===== src/rtl/legv8_multicycle_sequencer.sv =====
// Multi-cycle LEGv8 control sequencer: latches the instruction in FETCH, then walks
// EXEC and an optional MEM/BRANCH step, emitting a Moore-decoded 94-bit control word.
module legv8_multicycle_sequencer #(
  parameter int RETIRE_W        = 32,
  parameter bit HALT_ON_ILLEGAL = 1'b1
) (
  input  logic                clock,
  input  logic                reset,
  input  logic [31:0]         instruction,
  input  logic [4:0]          status,
  output logic [93:0]         control_word,
  output logic [63:0]         constant,
  output logic                halted,
  output logic [RETIRE_W-1:0] retired_count
);

  typedef enum logic [2:0] {
    S_FETCH,
    S_EXEC,
    S_MEM,
    S_BRANCH,
    S_HALT
  } state_t;

  localparam logic [4:0] FS_AND   = 5'b00000;
  localparam logic [4:0] FS_ORR   = 5'b00100;
  localparam logic [4:0] FS_ADD   = 5'b01000;
  localparam logic [4:0] FS_SUB   = 5'b01001;
  localparam logic [4:0] FS_EOR   = 5'b01100;
  localparam logic [4:0] FS_PASSB = 5'b11000;

  localparam logic [1:0] PS_HOLD = 2'b00;
  localparam logic [1:0] PS_INC  = 2'b01;
  localparam logic [1:0] PS_REL  = 2'b11;

  function automatic logic signed [63:0] zext_imm12(input logic [11:0] imm);
    return {52'd0, imm};
  endfunction

  function automatic logic signed [63:0] sext_imm9(input logic [8:0] imm);
    return {{55{imm[8]}}, imm};
  endfunction

  function automatic logic signed [63:0] sext_imm19(input logic [18:0] imm);
    return {{45{imm[18]}}, imm};
  endfunction

  function automatic logic signed [63:0] sext_imm26(input logic [25:0] imm);
    return {{38{imm[25]}}, imm};
  endfunction

  state_t      state, state_nxt;
  logic [31:0] ir;
  logic        retire;

  logic [10:0] opc;
  logic [4:0]  rd, rn, rm;
  logic        is_r, is_imm, is_ldur, is_stur, is_b, is_cb;
  logic [4:0]  alu_fs;
  logic        cb_taken;

  logic [4:0]         da, sa, sb, fs;
  logic [1:0]         ps;
  logic               wr, wm, sl, bsel, en_alu, en_mem;
  logic signed [63:0] k;

  // Only the registered Z flag steers branches; the other status bits are unused here.
  logic unused_status;
  assign unused_status = ^{status[4:2], status[0]};

  assign opc = ir[31:21];
  assign rd  = ir[4:0];
  assign rn  = ir[9:5];
  assign rm  = ir[20:16];

  assign is_ldur  = (opc == 11'h7C2);
  assign is_stur  = (opc == 11'h7C0);
  assign is_b     = (ir[31:26] == 6'b000101);
  assign is_cb    = (ir[31:25] == 7'b1011010);
  // IR[24] separates CBNZ (1) from CBZ (0).
  assign cb_taken = ir[24] ? ~status[1] : status[1];

  always_comb begin
    is_r   = 1'b0;
    is_imm = 1'b0;
    alu_fs = FS_ADD;
    case (opc)
      11'h458:          begin is_r   = 1'b1; alu_fs = FS_ADD; end
      11'h658:          begin is_r   = 1'b1; alu_fs = FS_SUB; end
      11'h450:          begin is_r   = 1'b1; alu_fs = FS_AND; end
      11'h550:          begin is_r   = 1'b1; alu_fs = FS_ORR; end
      11'h650:          begin is_r   = 1'b1; alu_fs = FS_EOR; end
      11'h488, 11'h489: begin is_imm = 1'b1; alu_fs = FS_ADD; end
      11'h688, 11'h689: begin is_imm = 1'b1; alu_fs = FS_SUB; end
      default:          ;
    endcase
  end

  always_comb begin
    state_nxt = state;
    retire    = 1'b0;
    da        = 5'd0;
    sa        = 5'd0;
    sb        = 5'd0;
    fs        = 5'd0;
    ps        = PS_HOLD;
    wr        = 1'b0;
    wm        = 1'b0;
    sl        = 1'b0;
    bsel      = 1'b0;
    en_alu    = 1'b0;
    en_mem    = 1'b0;
    k         = '0;
    case (state)
      S_FETCH: state_nxt = S_EXEC;
      S_EXEC: begin
        state_nxt = S_FETCH;
        if (is_r || is_imm) begin
          da     = rd;
          sa     = rn;
          sb     = rm;
          fs     = alu_fs;
          bsel   = is_imm;
          en_alu = 1'b1;
          wr     = 1'b1;
          ps     = PS_INC;
          k      = is_imm ? zext_imm12(ir[21:10]) : '0;
          retire = 1'b1;
        end else if (is_ldur) begin
          sa        = rn;
          bsel      = 1'b1;
          fs        = FS_ADD;
          k         = sext_imm9(ir[20:12]);
          state_nxt = S_MEM;
        end else if (is_stur) begin
          sa     = rn;
          sb     = rd;
          bsel   = 1'b1;
          fs     = FS_ADD;
          wm     = 1'b1;
          ps     = PS_INC;
          k      = sext_imm9(ir[20:12]);
          retire = 1'b1;
        end else if (is_b) begin
          ps     = PS_REL;
          k      = sext_imm26(ir[25:0]);
          retire = 1'b1;
        end else if (is_cb) begin
          sb        = rd;
          fs        = FS_PASSB;
          sl        = 1'b1;
          k         = sext_imm19(ir[23:5]);
          state_nxt = S_BRANCH;
        end else if (HALT_ON_ILLEGAL) begin
          state_nxt = S_HALT;
        end else begin
          ps     = PS_INC;
          retire = 1'b1;
        end
      end
      // Load writeback: address path repeated from EXEC with memory data steered to Rt.
      S_MEM: begin
        sa        = rn;
        bsel      = 1'b1;
        fs        = FS_ADD;
        k         = sext_imm9(ir[20:12]);
        en_mem    = 1'b1;
        wr        = 1'b1;
        da        = rd;
        ps        = PS_INC;
        retire    = 1'b1;
        state_nxt = S_FETCH;
      end
      S_BRANCH: begin
        k         = sext_imm19(ir[23:5]);
        ps        = cb_taken ? PS_REL : PS_INC;
        retire    = 1'b1;
        state_nxt = S_FETCH;
      end
      S_HALT:  state_nxt = S_HALT;
      default: state_nxt = S_FETCH;
    endcase
  end

  always_ff @(posedge clock) begin
    if (reset) begin
      state         <= S_FETCH;
      ir            <= '0;
      retired_count <= '0;
    end else begin
      state <= state_nxt;
      if (state == S_FETCH) ir <= instruction;
      if (retire) retired_count <= retired_count + RETIRE_W'(1);
    end
  end

  // EN_PC and PCsel are tied off for this instruction subset.
  assign control_word = {k, 1'b0, en_mem, en_alu, 1'b0, bsel, sl, wm, wr, ps, fs, sb, sa, da};
  assign constant     = k;
  assign halted       = (state == S_HALT);

endmodule

===== config.mk =====
export PLATFORM = sky130hd
export DESIGN_NAME = legv8_multicycle_sequencer
export DESIGN_NICKNAME = d
export VERILOG_FILES = /design/src/rtl/legv8_multicycle_sequencer.sv
export SDC_FILE = /design/constraint.sdc
export NUM_CORES = 1
export LEC_CHECK = 0
export ABC_AREA = 1
export ABC_CLOCK_PERIOD_IN_PS = 3200
export BUFFER_PORTS_ARGS = -buffer_cell sky130_fd_sc_hd__buf_2
export CORE_ASPECT_RATIO = 0.9
export CORE_UTILIZATION = 45
export DETAILED_ROUTE_END_ITERATION = 10
export PLACE_DENSITY = 0.89
export SKIP_LAST_GASP = 1
export SLEW_MARGIN = 15
export SYNTH_ARGS = -nofsm -noshare
export SYNTH_HDL_FRONTEND = slang
export SYNTH_SLANG_ARGS = --single-unit

===== constraint.sdc =====
create_clock -name clock -period 3.2 [get_ports clock]
set_input_delay 0.32 -clock clock [delete_from_list [all_inputs] [get_ports clock]]
set_output_delay 0.32 -clock clock [all_outputs]
set_load 0.05 [all_outputs]

==> reports/metrics.cfg <==
[drt]
drt_iter0_markers=650
ant_nets=0
vias_per_cell=5.364
wl_mm=16.31
drc=0
vias=6104
routedWlPerCell_um=14.34
dr.pass1.iters=5

[clock_tree]
cts_buffers=9
post_cts_buffers=0
htreeDepth=3
clock_tree.root_cell=clkbuf_16
clock_sinks=67
cts_tree=yes
hold_buffers=0
clk_latency_ps=340
cts.clk_slew.worst_paths_ps=50
clockBufferDepth=2
cts_resized=0

[logic_synthesis]
synthCells=874
synth_cell_types=35
synthesis.area_per_instance_um2=6.431
synthTopCellsByArea=dfxtp_1 24%, buf_4 15%, nand2_1 12%, a21oi_1 6.9%, nor2_1 6.5%
ys_ff_latch=67
synth_async_sr_flop_share_pct=0
synth-seq-area-share_pct=23.86
synth_top_area_share_pct=23.86
synth_top_area_cell=dfxtp_1
ys.flop_type=dfxtp_1
synth_edf_count=0
ys_warn_count=0
netlist_area_mm2=0.005620

[setup_path]
crit_path_end=constant[6]
regToRegStartpoint=retired_count[0]$_SDFFE_PP0P_
required_ps=2880
worst_r2r_endpoint=retired_count[16]$_SDFFE_PP0P_
worstPathArrival_ps=2550
crit_type=register to output pin
end_kind=output pin
rr_worst_depth=8
timing.reg2reg.setup_slack_ps=1130
path_max_fanout=12
cp-start-kind=register
crit_start=ir[28]$_SDFFE_PP0P_

[grt]
grt_pass1_vias=4898
antenna_found_initial=0
grt_overflow=0
grt_usage_pct=24.51
grt_pass1_wl_mm=25.13
grt_max_degree=79

[sta]
final.period_utilization_pct=89.82
holdWs_ps=243.9
finalSetupTns_ps=0
fin_skew_ps=7.138
slew_viol_final=0
slew_headroom_pct=35.68
worst_slew_pin_slew_ps=963.8
setup_viol_count_final=0
min_period_ps=2874
clock.fmax_mhz=347.9
grt_setup_unrepaired=no
hold_viol_final=0

[min_path]
min_path_type=input port to register

[cells_and_area]
area_growth_pct=11.64
layout-drive-gt1-share_pct=30.88
layout_commonest_cell=buf_2
n_antenna_cell=0
final_cell_mix=222 x buf_2, 177 x nand2_1, 97 x nor2_1
fin_nets=1013

[floorplanning]
die_x_um=119.8
dieArea_mm2=0.01294
initial_core_util_pct=46.36
io_pins=230
coreArea_mm2=0.01212
fp-row-count=38
die_y_um=108.0

[placed_design]
gp_congestion=0.9520
port_buffers=222
place.detailed.hpwl_mm=12.18

[power_and_ir_drop]
vdd_ir_drop_max_mv=0.2744
swShare_pct=35.06
switchingPower_uw=826.4
p_per_area_mw_per_mm2=375.7
clock_power_share_pct=39.3
leakagePower_uw=0.003184
p_comb_share_pct=19.6
p_int_uw=1531
sequentialPowerShare_pct=41.1

[job]
drv_cap=0

[run_status]
status=completed

## routing by layer
metal	share of wire, %	GRT usage [%]	vias up
met5	0	0	-
met4	2.0	7.411	0
met3	9.9	5.643	33
met2	46	38.36	347
met1	42	33.41	2782
li1	-	-	2942
## synth_stat cells, types with 3 or more instances
master	count
nand2_1	178
buf_4	114
nor2_1	98
a21oi_1	77
nand3_1	70
dfxtp_1	67
o21ai_0	61
inv_1	53
nand3b_1	17
clkbuf_1	15
nand3_2	14
xor2_1	12
a22oi_1	11
nor2_2	11
o22ai_1	11
buf_2	9
inv_2	8
buf_6	7
nand2_2	6
o21ai_1	6
o211ai_1	4
xnor2_1	4
nand4_1	3
## kinds of logic after synthesis
logic type | share of synthesized area (%)
AO/OA/AOI/OAI | 17.07
XOR/XNOR | 2.493
adder cells (fa/ha/maj) | 0.2226
buffers and inverters | 22.71
flip-flops | 23.86
other | 0.06672
AND/OR/NAND/NOR | 33.57
## worst min path at each step
stage                             startpoint             endpoint  slack (ps)  depth (start not counted)
after floorplan              instruction[11]  ir[11]$_SDFFE_PP0P_         450                          2
after global placement    ir[8]$_SDFFE_PP0P_   ir[8]$_SDFFE_PP0P_         510                          2
after detailed placement  ir[2]$_SDFFE_PP0P_   ir[2]$_SDFFE_PP0P_         510                          2
after CTS                    instruction[11]  ir[11]$_SDFFE_PP0P_         240                          3
after global routing         instruction[24]  ir[24]$_SDFFE_PP0P_         250                          3
final                        instruction[11]  ir[11]$_SDFFE_PP0P_         240                          3
## per-stage QoR
step                instances  util [%]  total power, uW  instance area (um^2)  worst slack (ps)
CTS                      1137     51.68             2356                  6266             302.6
finish                   1138     51.75             2357                  6275             325.8
global placement         1121     49.39             1428                  5988             727.0
global route             1138     51.75             2447                  6275             99.40
detailed placement       1121     49.39             1435                  5988             656.5
floorplan                 876         -             1330                  5630             185.9
## flip-flops by register name, summed over array words and instances, names as in the netlist
| name | flops |
|---|---|
| state | 3 |
| retired_count | 32 |
| ir | 32 |
## final cells by class
cell class / instances / area [um^2]
clock inverters: 7 / 52.55
flip-flops and latches: 67 / 1341
repair inverters: 1 / 5.005
inverters: 62 / 236.5
clock buffers: 9 / 225.2
multi-input cells: 600 / 3015
fillers: 1193 / 5849
well taps: 160 / 200.2
repair buffers: 232 / 1199
## worst max-delay path, cell delays in order, from the launching register on
cell,delay (ps)
dfxtp_1,380
inv_1,110
nor2_2,110
nand2_1,70
nor2_2,80
buf_4,240
clkinvlp_4,260
o21ai_0,280
nor2_1,80
o21ai_0,90
nand3_1,90
nand2_1,140
buf_2,290
## power groups by stage
stage / registers [uW] / logic (uW) / clock network, uW
detailed placement: 983 / 453 / 0
global route: 976 / 502 / 970
global placement: 982 / 446 / 0
floorplan: 961 / 369 / 0
finish: 969 / 462 / 927
CTS: 965 / 454 / 936
(Power assumes the default switching activity.)
